`src/rtl/bcd_pkg.sv`:
```
// Shared types and constants for the BCD digit feeder.
package bcd_pkg;

  typedef enum logic [1:0] {
    IDLE,
    CONV,
    WRITE,
    DONE
  } state_t;

  // Written on digits blanked by leading-zero suppression.
  localparam logic [3:0] BLANK_CODE = 4'hF;
  // Written on every digit when the value does not fit the display.
  localparam logic [3:0] SAT_DIGIT  = 4'h9;

  // Largest value representable with n decimal digits (10^n - 1).
  function automatic logic [63:0] max_bcd_value(input int n);
    logic [63:0] p;
    p = 64'd1;
    for (int i = 0; i < n; i++) p = p * 64'd10;
    return p - 64'd1;
  endfunction

endpackage

```
`src/rtl/bcd_add3.sv`:
```
// Double-dabble nibble correction: adds 3 to a BCD nibble that is 5 or more.
module bcd_add3 (
  input  logic [3:0] nib,
  output logic [3:0] res
);

  assign res = (nib >= 4'd5) ? nib + 4'd3 : nib;

endmodule

```
`src/rtl/bcd_digit_feeder.sv`:
```
// Converts a binary value to BCD with an iterative shift-and-add-3 engine and
// streams one digit per cycle into the display driver's digit-write port.
// Optional build macro BCD_DIGIT_FEEDER_BLANK_EN enables leading-zero blanking.
//
// Start handshake: i_w_start is a request that is taken only while the FSM is
// in IDLE (o_w_busy=0 and o_w_done=0); a request in any other cycle is dropped,
// never queued. i_w_value is sampled on the accepting edge only. Each accepted
// start produces exactly DIGITS write strobes followed by one o_w_done pulse.
module bcd_digit_feeder
  import bcd_pkg::*;
#(
  parameter int WIDTH  = 27,
  parameter int DIGITS = 8,   // must not exceed 2**SELW
  parameter int SELW   = 3
) (
  input  logic             i_w_clk,
  input  logic             i_w_reset,
  input  logic [WIDTH-1:0] i_w_value,
  input  logic             i_w_start,
  output logic             o_w_busy,
  output logic             o_w_done,
  output logic             o_w_ovf,
  output logic [SELW-1:0]  o_w_sel,
  output logic [3:0]       o_w_dig,
  output logic             o_w_we,
  output state_t           o_w_state
);

  localparam int          BW      = 4 * DIGITS;
  localparam int          CW      = $clog2(WIDTH + 1);
  localparam logic [63:0] MAX_VAL = max_bcd_value(DIGITS);

  state_t            state;
  logic [WIDTH-1:0]  bin;
  logic [WIDTH-1:0]  bin_nxt;
  logic [BW-1:0]     bcd;
  logic [BW-1:0]     bcd_adj;
  logic [BW-1:0]     bcd_nxt;
  logic [CW-1:0]     cnt;
  logic [DIGITS-1:0] blank;
  logic [DIGITS-1:0] blank_nxt;
  logic [SELW-1:0]   sel_nxt;

  assign o_w_state = state;
  assign sel_nxt   = o_w_sel + SELW'(1);

  // Per-nibble +3 correction ahead of each shift.
  for (genvar g = 0; g < DIGITS; g++) begin : g_add3
    bcd_add3 u_add3 (
      .nib (bcd[4*g +: 4]),
      .res (bcd_adj[4*g +: 4])
    );
  end

  assign {bcd_nxt, bin_nxt} = {bcd_adj, bin} << 1;

  // Blank mask from the accumulator value that will be final after this shift.
  always_comb begin
    blank_nxt = '0;
`ifdef BCD_DIGIT_FEEDER_BLANK_EN
    begin : blank_scan
      logic seen;
      seen = 1'b0;
      for (int i = DIGITS - 1; i > 0; i--) begin
        if (bcd_nxt[4*i +: 4] != 4'd0) seen = 1'b1;
        blank_nxt[i] = ~seen;
      end
    end
`endif
  end

  // Digit code for one select index: saturation wins over blanking.
  function automatic logic [3:0] pick(input logic [BW-1:0]     b,
                                      input logic [DIGITS-1:0] m,
                                      input logic [SELW-1:0]   idx,
                                      input logic              sat);
    if (sat) return SAT_DIGIT;
    if (m[idx]) return BLANK_CODE;
    return b[4*idx +: 4];
  endfunction

  // Control FSM; every output is registered and changes with the state.
  always_ff @(posedge i_w_clk) begin
    if (i_w_reset) begin
      state    <= IDLE;
      bin      <= '0;
      bcd      <= '0;
      cnt      <= '0;
      blank    <= '0;
      o_w_busy <= 1'b0;
      o_w_done <= 1'b0;
      o_w_ovf  <= 1'b0;
      o_w_sel  <= '0;
      o_w_dig  <= '0;
      o_w_we   <= 1'b0;
    end else begin
      o_w_done <= 1'b0;
      unique case (state)
        IDLE: begin
          if (i_w_start) begin
            bin      <= i_w_value;
            bcd      <= '0;
            cnt      <= '0;
            o_w_ovf  <= (64'(i_w_value) > MAX_VAL);
            o_w_busy <= 1'b1;
            state    <= CONV;
          end
        end
        CONV: begin
          bin <= bin_nxt;
          bcd <= bcd_nxt;
          cnt <= cnt + CW'(1);
          // Last shift: the first write goes out on the same edge.
          if (cnt == CW'(WIDTH - 1)) begin
            blank   <= blank_nxt;
            o_w_we  <= 1'b1;
            o_w_sel <= '0;
            o_w_dig <= pick(bcd_nxt, blank_nxt, '0, o_w_ovf);
            state   <= WRITE;
          end
        end
        WRITE: begin
          if (o_w_sel == SELW'(DIGITS - 1)) begin
            o_w_we   <= 1'b0;
            o_w_busy <= 1'b0;
            o_w_done <= 1'b1;
            state    <= DONE;
          end else begin
            o_w_sel <= sel_nxt;
            o_w_dig <= pick(bcd, blank, sel_nxt, o_w_ovf);
          end
        end
        DONE: begin
          state <= IDLE;
        end
        default: begin
          state <= IDLE;
        end
      endcase
    end
  end

endmodule

```
`config.mk`:
```
export PLATFORM = sky130hd
export DESIGN_NAME = bcd_digit_feeder
export DESIGN_NICKNAME = d
export VERILOG_FILES = /design/src/rtl/bcd_pkg.sv /design/src/rtl/bcd_add3.sv /design/src/rtl/bcd_digit_feeder.sv
export SDC_FILE = /design/constraint.sdc
export NUM_CORES = 1
export LEC_CHECK = 0
export BUFFER_PORTS_ARGS = -buffer_cell sky130_fd_sc_hd__buf_2
export CORE_UTILIZATION = 37
export DETAILED_ROUTE_END_ITERATION = 12
export PLACE_DENSITY_LB_ADDON = 0.15
export RECOVER_POWER = 50
export SKIP_LAST_GASP = 1
export SLEW_MARGIN = 0
export SYNTH_ARGS = -nofsm -noshare
export SYNTH_HDL_FRONTEND = slang
export SYNTH_HIERARCHICAL = 1
export SYNTH_SLANG_ARGS = --single-unit
```
`constraint.sdc`:
```
create_clock -name i_w_clk -period 3.9 [get_ports i_w_clk]
set_input_delay 0.39 -clock i_w_clk [delete_from_list [all_inputs] [get_ports i_w_clk]]
set_output_delay 0.39 -clock i_w_clk [all_outputs]
set_load 0.01 [all_outputs]
```
### Word-level counts from Yosys, hierarchy flattened

Memory sizes are Yosys's and may differ from the RTL's.
Index checks and enable logic that the tools add are counted.

* flip-flop bits (word level): 77
* latch bits: 0
* bits in writable memories: 0
* bits in read-only memories: 8
* output and inout bits: 13
* word-level logic and storage cells: 106
* memories: 1

* $add $sub $neg: 10
* multiply operators: 0
* div/mod/pow operators: 0
* $lt $le $gt $ge: 10
* equality and inequality tests: 9
* shift-type cells: 1
* multiplexer cells: 53
* bitwise operators: 1
* reductions and logical operators: 11

Memory list
* (no name shown): depth 8, width 1, rd ports 1, clocked after memory_dff 0, wr ports 0, RTL line bcd_digit_feeder.sv:78 `if (m[idx]) return BLANK_CODE;`

Operators by type and width (count)
* $pmux 32 s2: 1
* $mux 4: 15
* $pmux 27 s2: 1
* $ge 4x3->1 const B: 8
* $mux 32: 1
* $shiftx 32x6->4: 1
* $add 4x2->4 const B: 7
* $gt 27x27->1 const B: 1
* $mux 27: 1
* $mux 1: 21
* $reduce_and 3->1: 4
* $pmux 5 s2: 1
* $mux 3: 3
* $ne 2x2->1 const B: 4
* $pmux 2 s4: 1
* $pmux 4 s2: 1
* $mux 2: 3
* $pmux 3 s2: 1
* $reduce_bool 2->1: 3
* $add 5x1->5 const B: 1
* $eq 5x5->1 const B: 1
* $mux 5: 1
* $eq 2x2->1 const B: 2
* $lt 3x4->1 const B: 1
* 9 further kinds: 11

### Depth between registers and ports, before layout

Gate-level depths: netlist of the first run.

* word-level depth: 12
* gate-level depth with buffers: 9
* gate-level depth less buffers: 7

### Modules after synthesis

The synthesis of the first run kept the hierarchy.

Modules (own cells, without submodules)
* bcd_digit_feeder: instances 1, cells each 356, area each 3473.3 µm², seq. area each 1541.5 µm²
* bcd_add3: instances 8, cells each 16, area each 101.3 µm², seq. area each 0.0 µm²

### Worst setup path after synthesis of the first run

No wires, ideal clock.

* kind: reg2reg
* start: register o_w_sel[0]
* end: register o_w_dig[1]
* arrival time: 1971 ps
* required time: 3772 ps
* setup slack: 1801 ps
* stages on the path, launching flop included: 8
* period minus slack after synthesis: 2099 ps
* cell sequence: dfxtp_1 -> ha_1 -> ha_1 -> clkbuf_1 -> mux4_1 -> mux2_2 -> a222oi_1 -> nor2_1

* word-level cells in the longest chain between the ends: 12

RTL lines
* from (decl): RTL line bcd_digit_feeder.sv:23 `output logic [SELW-1:0] o_w_sel,`
* from (signal assigned): RTL line bcd_digit_feeder.sv:129 `o_w_sel <= sel_nxt;`
* $add 3x1->3: RTL line bcd_digit_feeder.sv:45 `assign sel_nxt = o_w_sel + SELW'(1);`
* $mem_v2 8x1
* $mux 1 (implied by the code): RTL line bcd_digit_feeder.sv:78
* $mux 1 (2 in a row): RTL line bcd_digit_feeder.sv:78
* $mux 1: RTL line bcd_digit_feeder.sv:123 `if (o_w_sel == SELW'(DIGITS - 1)) begin`
* $mux 1: RTL line bcd_digit_feeder.sv:98 `unique case (state)`
* $mux 1: RTL line bcd_digit_feeder.sv:84 `if (i_w_reset) begin`
* $mux 4: RTL line bcd_digit_feeder.sv:79 `return b[4*idx +: 4];`
* $mux 4: RTL line bcd_digit_feeder.sv:78
* $mux 4: RTL line bcd_digit_feeder.sv:123
* $pmux 4 s2: RTL line bcd_digit_feeder.sv:98
* to (signal assigned): RTL line bcd_digit_feeder.sv:118 `o_w_dig <= pick(bcd_nxt, blank_nxt, '0, o_w_ovf);`
* to (signal assigned): RTL line bcd_digit_feeder.sv:130 `o_w_dig <= pick(bcd, blank, sel_nxt, o_w_ovf);`
* to (decl): RTL line bcd_digit_feeder.sv:24 `output logic [3:0] o_w_dig,`

Parallel ways exist; a longest one is shown, timed or not. The select of a mux whose other input is x is not followed.
A chain may end at the register's enable or synchronous reset.

### Worst setup path after layout of the first run

* start: register state[1] (netlist: o_w_state[1])
* end: register bcd[25]

* word-level cells in the longest chain between the ends: 3

RTL lines
* from (decl): RTL line bcd_digit_feeder.sv:33 `state_t state;`
* from (signal assigned): RTL line bcd_digit_feeder.sv:85 `state <= IDLE;`
* from (signal assigned): RTL line bcd_digit_feeder.sv:106 `state <= CONV;`
* from (signal assigned): RTL line bcd_digit_feeder.sv:119 `state <= WRITE;`
* $eq 2x1->1 / $logic_not 2->1 (equally long branches): RTL line bcd_digit_feeder.sv:98
* $reduce_bool 2->1 (no source line) / $ne 2x2->1 (equally long branches)
* $reduce_and 2->1 (no source line)
* to (signal assigned): RTL line bcd_digit_feeder.sv:111 `bcd <= bcd_nxt;`
* to (decl): RTL line bcd_digit_feeder.sv:36 `logic [BW-1:0] bcd;`

Parallel ways exist; a longest one is shown, timed or not.

==> run_results.csv, run 1 <==
group,metric,value,unit
status,run_status,"complete, but fails checks",
status,violations,"capacitance limit, slew limit",
finish,area_growth,13.2,%
pwr,p_per_area,574,mW/mm2
setup_path,path_class,"flop to flop",
drt,first_pass_iters,4,
synthesis,syn_nets,533,
clock_tree,cts_hold_buf,0,
synthesis,syn_avg_cell_area,8.88,um2
setup_path,startpoint_type,"flop",
setup_path,worst_path_largest_cell_delay,1.33,ns
setup_path,end_kind,"flop",
floorplanning,row_count,38,
setup_path,path_max_fanout,38,
clock_tree,cts_post_setup_buffers_inserted,0,
floorplanning,start_util,38.7,%
min_path,hold_class,"primary input to flop",
clock_tree,cts_tree,"yes",
timing,post-route-min-period,2.76,ns
global_route,grt_start_max_net_pins,42,
setup_path,critPathTopFamily,"compound AO/OA/AOI/OAI gates",
global_route,grt_pass1_wl,16400,um
flow_run,maxCapViolations,1,
setup_path,cp_slowest_cell,"o21ai_2",
timing,setup_viol,0,
synthesis,yosys_warnings,6,
timing,slew_violations,35,
floorplanning,ios,43,
clock_tree,cts.clk_slew.worst_paths,0.06,ns
finish,final_area,0.00483,mm2
setup_path,cp_num_buf_inv,1,
drt,ant_nets,0,
drt,drt_wl_total,9970,um
drt,vias,3492,
global_route,antenna_found_initial,0,
finish,drive_gt1_share,12.2,%
synthesis,syn_area,0.00426,mm2
pwr,peakVddDrop,339,uV
timing,maxSlewHeadroom,-5.05,%
global_route,grt_overflow,0,
clock_tree,cts_sinks,77,
finish,fill_cells,1122,
floorplanning,die_h,109,um
timing,clock_skew,0.00855,ns
clock_tree,cts_made_buffers,9,
setup_path,crit_arrival,3.04,ns
drt,drc,0,
timing,setup-tns-final,0,ns
clock_tree,ctsResizeCount,0,
clock_tree,clock_path_buffers,2,
finish,diodes,0,
timing,worst_pin_slew,1.58,ns
placement,post_dp_cell_area,0.00455,mm2
clock_tree,root_buffer,"clkbuf_16",
setup_path,required,4.18,ns
placement,dp_slack,1.12,ns
floorplanning,fp.dieW,109,um
placement,dp_hpwl,6920,um
timing,rsz0062_at_grt,"false",
timing,hold_viol,0,
clock_tree,worstSkewPairLatency,0.35,ns
timing,worst_slack,1.14,ns
drt,post_drt_wl_per_cell,15.3,um
placement,dp.cells,635,
placement,portBuffers,42,
finish,final_cells,650,
timing,fmax,362,MHz
floorplanning,core_area,0.0110,mm2
timing,finalCritPeriodShare,70.8,%
timing,hold_slack,0.296,ns
drt,drtIter0Drc,225,
setup_path,r2r_setup_slack,1.14,ns
finish,layout.nets,559,
floorplanning,die_area,0.0120,mm2
global_route,grt_pass1_vias,3251,
placement,gp_congestion,0.749,
synthesis,syn_inst,480,
clock_tree,htree_levels,3,
drt,vias_per_cell,5.37,
setup_path,worstPathCellList,"inv_1 -> ha_2 -> o21ai_2 -> a22oi_1 -> nor2_1",
pwr,p_leak,1.92,nW
global_route,track_usage,18.1,%
-- final cells by class --
cell class | count | area (um2) | share of cell area (%)
multi-input cells | 349 | 2500 | 51.8
flip-flops and latches | 77 | 1540 | 31.9
clock buffers | 12 | 256 | 5.31
repair buffers | 45 | 216 | 4.48
well taps | 140 | 175 | 3.63
inverters | 24 | 90.1 | 1.87
clock inverters | 3 | 45.0 | 0.933
-- worst reg2reg max path, stage by stage (launching register included) --
cell and delay (ns):
dfxtp_1 0.36, inv_1 0.08, ha_2 0.50, o21ai_2 1.33, a22oi_1 0.26, nor2_1 0.15
-- where the power goes --
part | internal [mW] | switching (mW)
clock | 0.527 | 0.329
sequential | 0.932 | 0.0906
combinational | 0.321 | 0.572
total | 1.78 | 0.992
-- layout by cell type (no fill, tap or decap), types with 5 or more instances in the layout --
cell,instances
a211oi_1,27
a21oi_2,8
a22oi_1,36
buf_2,29
clkbuf_1,14
clkbuf_16,9
dfxtp_1,77
ha_1,22
inv_1,24
mux2i_1,38
mux4_1,8
nand2_1,41
nand2b_1,17
nor2_1,84
nor3_1,5
o21ai_0,8
o21ai_1,7
xnor2_1,8
-- sequential cells by signal (all words and copies together) (netlist names) --
register and flops:
o_w_we 1, bin 27, bcd 32, o_w_busy 1
o_w_done 1, o_w_ovf 1, cnt 5, o_w_sel 3
o_w_state 2, o_w_dig 4
-- path summary, 6_finish.rpt --
kind                     start      end  cells after the start
setup / recovery  o_w_state[1]  bcd[25]                      5
hold / removal    i_w_value[0]   bin[0]                      3
setup reg to reg  o_w_state[1]  bcd[25]                      5
hold reg to reg        bin[24]  bin[24]                      2
-- metal layers --
layer	vias up	track usage [%]	routed length [um]
li1	1772	-	-
met1	1652	24.3	4910
met2	59	27.9	4520
met3	9	3.91	412
met4	0	7.62	126
met5	-	0	0
-- through the flow --
step / util (%) / total power [mW]
detailed placement: 41.3 / 1.96
floorplan: - / 1.73
finish: 43.8 / 2.77
global route: 43.8 / 2.94
global placement: 41.3 / 1.94
CTS: 44.0 / 2.83
No activity file was read; power rests on OpenSTA's default activity.
==> run 2: changes to the inputs <==
==> constraint.sdc (replaced) <==
create_clock -name i_w_clk -period 2.3 [get_ports i_w_clk]
set_input_delay 0.23 -clock i_w_clk [delete_from_list [all_inputs] [get_ports i_w_clk]]
set_output_delay 0.23 -clock i_w_clk [all_outputs]
set_load 0.01 [all_outputs]
==> run_results.csv, run 2 (synthesis results as in run 1) <==
group,metric,value,unit
drt,post_drt_wl_per_cell,14.9,um
drt,ant_nets,0,
status,run_status,"finished clean",
floorplanning,row_count,38,
global_route,grt_pass1_vias,3137,
setup_path,critical_path.endpoint,"o_w_dig[1]",
setup_path,cp-startpoint,"o_w_sel[1]",
placement,dp_hpwl,7000,um
finish,top_regs,"bcd (32), bin (27), cnt (5)",
drt,vias,3492,
setup_path,worstPathCellList,"ha_1 -> ha_1 -> mux4_1 -> mux2_2 -> a222oi_1 -> nor2_1",
clock_tree,cts_hold_buf,0,
setup_path,worst_path_largest_cell_delay,0.47,ns
global_route,grt_start_max_net_pins,51,
flow_run,maxCapViolations,0,
floorplanning,ios,43,
pwr,p_leak,1.97,nW
floorplanning,die_h,109,um
timing,maxSlewHeadroom,51.1,%
finish,area_growth,14.9,%
setup_path,cp_slowest_cell,"ha_1",
timing,hold_viol,0,
clock_tree,cts.clk_slew.worst_paths,0.06,ns
pwr,total_power,4.76,mW
setup_path,crit_arrival,2.37,ns
global_route,use_met1,24.6,%
global_route,grt_use_met2,26.2,%
setup_path,reg2reg_to,"o_w_dig[1]",
drt,drt_wl_total,9830,um
timing,worst_slack,0.152,ns
floorplanning,die_area,0.0120,mm2
setup_path,path_max_fanout,9,
floorplanning,start_util,38.7,%
setup_path,path_class,"flop to flop",
pwr,p_per_area,971,mW/mm2
setup_path,end_kind,"flop",
finish,diodes,0,
clock_tree,cts_tree,"yes",
setup_path,required,2.52,ns
drt,vias_per_cell,5.29,
global_route,grt_overflow,0,
finish,multiInputGateArea,0.00251,mm2
drt,first_pass_iters,5,
timing,post-route-min-period,2.15,ns
clock_tree,worstSkewPairLatency,0.34,ns
timing,rsz0062_at_grt,"false",
placement,gp_congestion,0.787,
timing,slew_violations,0,
clock_tree,cts_made_buffers,9,
timing,clock_skew,0.00785,ns
timing,finalCritPeriodShare,93.4,%
finish,final_common_cell,"nor2_1",
finish,seq_area,0.00154,mm2
timing,setup_viol,0,
finish,drive_gt1_share,13.7,%
finish,fin_util,44.4,%
setup_path,r2r-start,"o_w_sel[1]",
clock_tree,root_buffer,"clkbuf_16",
global_route,antenna_found_initial,0,
clock_tree,clock_path_buffers,2,
placement,dp_slack,0.107,ns
finish,largest-register,"bcd",
finish,largest_reg_flops,32,
timing,fmax,466,MHz
global_route,track_usage,17.7,%
finish,layout.nets,568,
clock_tree,htree_levels,3,
clock_tree,ctsResizeCount,0,
setup_path,startpoint_type,"flop",
min_path,hold_class,"primary input to flop",
clock_tree,cts_post_setup_buffers_inserted,0,
setup_path,r2r.worst_path.cells,6,
setup_path,r2r_setup_slack,0.15,ns
setup_path,path_common_cell,"ha_1",
drt,drtIter0Drc,238,
pwr,peakVddDrop,540,uV
finish,final_cell_mix,"nor2_1 (84), dfxtp_1 (77), nand2_1 (41)",
global_route,grt_use_met3,5.28,%
drt,drc,0,
timing,setup-tns-final,0,ns
timing,worst_pin_slew,0.731,ns
timing,hold_slack,0.149,ns
clock_tree,cts_sinks,77,
floorplanning,core_area,0.0110,mm2
global_route,grt_pass1_wl,16000,um
placement,portBuffers,42,
global_route,grt_busiest_layer,"met2",
finish,fill_cells,1115,
floorplanning,fp.dieW,109,um
==> run 2: metal layers <==
layer,up-vias,share of wire (%)
li1,1786,-
met1,1626,52
met2,72,42
met3,8,4.7
met4,0,0.90
met5,-,0
==> run 2: cell type report <==
class	instances	area share, %
Multi-Input combinational cell	349	51.2
Clock inverter	5	1.02
Timing Repair Buffer	54	5.92
Tap cell	140	3.57
Clock buffer	11	4.95
Sequential cell	77	31.5
Inverter	24	1.84
==> run 2: worst max-delay path, delay by kind of cell, from the launching register on <==
family / cells / cell delay [ns]
fa+ha+maj: 2 / 0.66
mux: 2 / 0.63
flops: 1 / 0.33
compound gates: 1 / 0.32
simple gates: 1 / 0.08
==> run 2: metrics by stage <==
stage | instance area (um2) | std cells
after floorplan | 4260 | 480
after global placement | 4620 | 644
after detailed placement | 4620 | 644
after CTS | 4920 | 660
after global routing | 4900 | 660
final | 4900 | 660
==> run 2: worst min-delay path by stage <==
stage | slack (ns) | start | cells past startpoint | endpoint
after floorplan | 0.38 | i_w_value[0] | 2 | bin[0]
after global placement | 0.48 | o_w_busy | 2 | o_w_busy
after detailed placement | 0.49 | o_w_busy | 2 | o_w_busy
after CTS | 0.14 | i_w_value[0] | 3 | bin[0]
after global routing | 0.14 | i_w_value[0] | 3 | bin[0]
final | 0.15 | i_w_value[0] | 3 | bin[0]
==> run 2: power by group <==
part	internal, mW	total, mW	leakage [nW]	switching, mW
registers	1.58	1.72	0.628	0.141
clock network	0.862	1.41	0.149	0.551
logic	0.615	1.62	1.20	1.01
total	3.06	4.76	1.97	1.70
==> run 3: changes to the inputs <==
--- a/config.mk
+++ b/config.mk
@@ -7,9 +7,9 @@
 export LEC_CHECK = 0
 export BUFFER_PORTS_ARGS = -buffer_cell sky130_fd_sc_hd__buf_2
 export CORE_UTILIZATION = 37
+export CTS_CLUSTER_DIAMETER = 100
 export DETAILED_ROUTE_END_ITERATION = 12
 export PLACE_DENSITY_LB_ADDON = 0.15
-export RECOVER_POWER = 50
 export SKIP_LAST_GASP = 1
 export SLEW_MARGIN = 0
 export SYNTH_ARGS = -nofsm -noshare
==> run_results.csv, run 3 (synthesis results as in run 1) <==
group,metric,value,unit
status,run_status,"finished clean",
setup_path,r2r-start,"o_w_state[1]",
setup_path,cp_slowest_cell,"buf_4",
setup_path,reg2reg_to,"bin[9]",
drt,drc,0,
setup_path,path_class,"flop to flop",
global_route,antenna_found_initial,0,
clock_tree,cts_tree,"yes",
floorplanning,ios,43,
placement,post_dp_cell_area,0.00462,mm2
clock_tree,cts_sinks,77,
drt,ant_nets,0,
clock_tree,htree_levels,3,
placement,dp_slack,0.107,ns
global_route,grt_busiest_layer,"met2",
floorplanning,fp.dieW,109,um
setup_path,worst_path_largest_cell_delay,0.47,ns
global_route,grt_pass1_vias,3137,
drt,drt_wl_total,9770,um
flow_run,maxCapViolations,0,
finish,final_area,0.00492,mm2
floorplanning,core_area,0.0110,mm2
global_route,grt_overflow,0,
drt,vias_per_cell,5.23,
global_route,grt_pass1_wl,16000,um
setup_path,crit_arrival,2.37,ns
finish,top_regs,"bcd (32), bin (27), cnt (5)",
min_path,min_to,"bin[0]",
clock_tree,worstSkewPairLatency,0.35,ns
clock_tree,cts_made_buffers,9,
drt,drtIter0Drc,231,
global_route,grt_use_met2,26.2,%
global_route,grt_start_max_net_pins,51,
setup_path,cp_num_buf_inv,3,
floorplanning,die_h,109,um
drt,vias,3454,
pwr,p_leak,2.03,nW
global_route,use_met1,24.6,%
clock_tree,cts_post_setup_buffers_inserted,0,
timing,hold_viol,0,
timing,setup-tns-final,0,ns
min_path,hp-start,"i_w_value[0]",
timing,hold_slack,0.141,ns
timing,slew_violations,0,
clock_tree,cts.clk_slew.worst_paths,0.06,ns
drt,first_pass_iters,4,
setup_path,r2r_setup_slack,0.18,ns
timing,worst_slack,0.180,ns
finish,largest_reg_flops,32,
drt,post_drt_wl_per_cell,14.8,um
finish,layout.nets,568,
global_route,grt_use_met3,5.28,%
setup_path,path_max_fanout,50,
setup_path,required,2.55,ns
pwr,p_per_area,970,mW/mm2
finish,largest-register,"bcd",
timing,clock_skew,0.0123,ns
timing,worst_pin_slew,0.734,ns
finish,final_cell_mix,"nor2_1 (84), dfxtp_1 (77), buf_2 (42)",
placement,portBuffers,42,
clock_tree,clock_path_buffers,2,
clock_tree,root_buffer,"clkbuf_16",
finish,diodes,0,
setup_path,end_kind,"flop",
placement,dp_hpwl,7000,um
setup_path,r2r.worst_path.cells,7,
floorplanning,row_count,38,
floorplanning,die_area,0.0120,mm2
min_path,hold_path_depth,3,
global_route,track_usage,17.7,%
placement,gp_congestion,0.787,
timing,post-route-min-period,2.12,ns
setup_path,worstPathCellList,"inv_1 -> ha_2 -> buf_4 -> mux2_2 -> buf_12 -> nor2_1 -> a211oi_1",
finish,area_growth,15.5,%
min_path,hold_class,"primary input to flop",
finish,drive_gt1_share,16.5,%
finish,final_common_cell,"nor2_1",
timing,rsz0062_at_grt,"false",
setup_path,startpoint_type,"flop",
timing,maxSlewHeadroom,50.9,%
timing,fmax,472,MHz
timing,finalCritPeriodShare,92.2,%
timing,setup_viol,0,
setup_path,critPathTopFamily,"buffers and inverters",
pwr,peakVddDrop,550,uV
floorplanning,start_util,38.7,%
-- run 3: report_power, final --
part / internal [mW] / leakage (nW) / switching [mW] / total [mW]
Combinational: 0.643 / 1.25 / 1.00 / 1.64
Clock: 0.862 / 0.149 / 0.554 / 1.42
Sequential: 1.58 / 0.628 / 0.138 / 1.72
-- run 3: per-stage QoR --
stage	power (mW)	instances	utilization, %
floorplan	2.93	480	-
global route	5.08	660	44.6
CTS	4.82	660	44.6
detailed placement	3.39	644	41.9
global placement	3.36	644	41.9
finish	4.78	660	44.6
-- run 3: worst max-delay path by stage --
stage,depth (start not counted),end,from,slack [ns]
after CTS,6,bcd[17],o_w_state[0],0.09
after global routing,7,bin[3],o_w_state[1],0.02
after detailed placement,6,bcd[29],o_w_state[0],0.11
after floorplan,7,o_w_dig[1],o_w_sel[0],0.20
after global placement,6,bcd[20],o_w_state[0],0.18
final,7,bin[9],o_w_state[1],0.18
-- run 3: metal layers --
metal  vias to the layer above  wire length (um)
met5                         -                 0
met4                         0                35
met3                         2               434
met2                        57              4270
met1                      1609              5030
li1                       1786                 -
-- run 3: repair_timing --
item | in CTS | in global routing
endpoints found under the setup margin | 0 | 8
hold buffers | 0 | 0
hold endpoints to repair | 0 | 0
resized for setup | 0 | 1
-- run 3: area by class of cell --
cell class	instances	area, um2
clock buffer	11	243
sequential	77	1540
tap	140	175
fill	1110	6110
inverter	24	90.1
multi-input combinational	349	2510
clock inverter	5	50.0
timing repair buffer	54	313
-- run 3: worst reg2reg max path: cells and delay by family (launching register included) --
kind / cells / cell delay (ns)
AO/OA/AOI/OAI: 1 / 0.22
adder cells (fa/ha/maj): 1 / 0.20
multiplexers: 1 / 0.39
AND/OR/NAND/NOR: 1 / 0.09
flip-flops: 1 / 0.33
buffers and inverters: 3 / 0.79
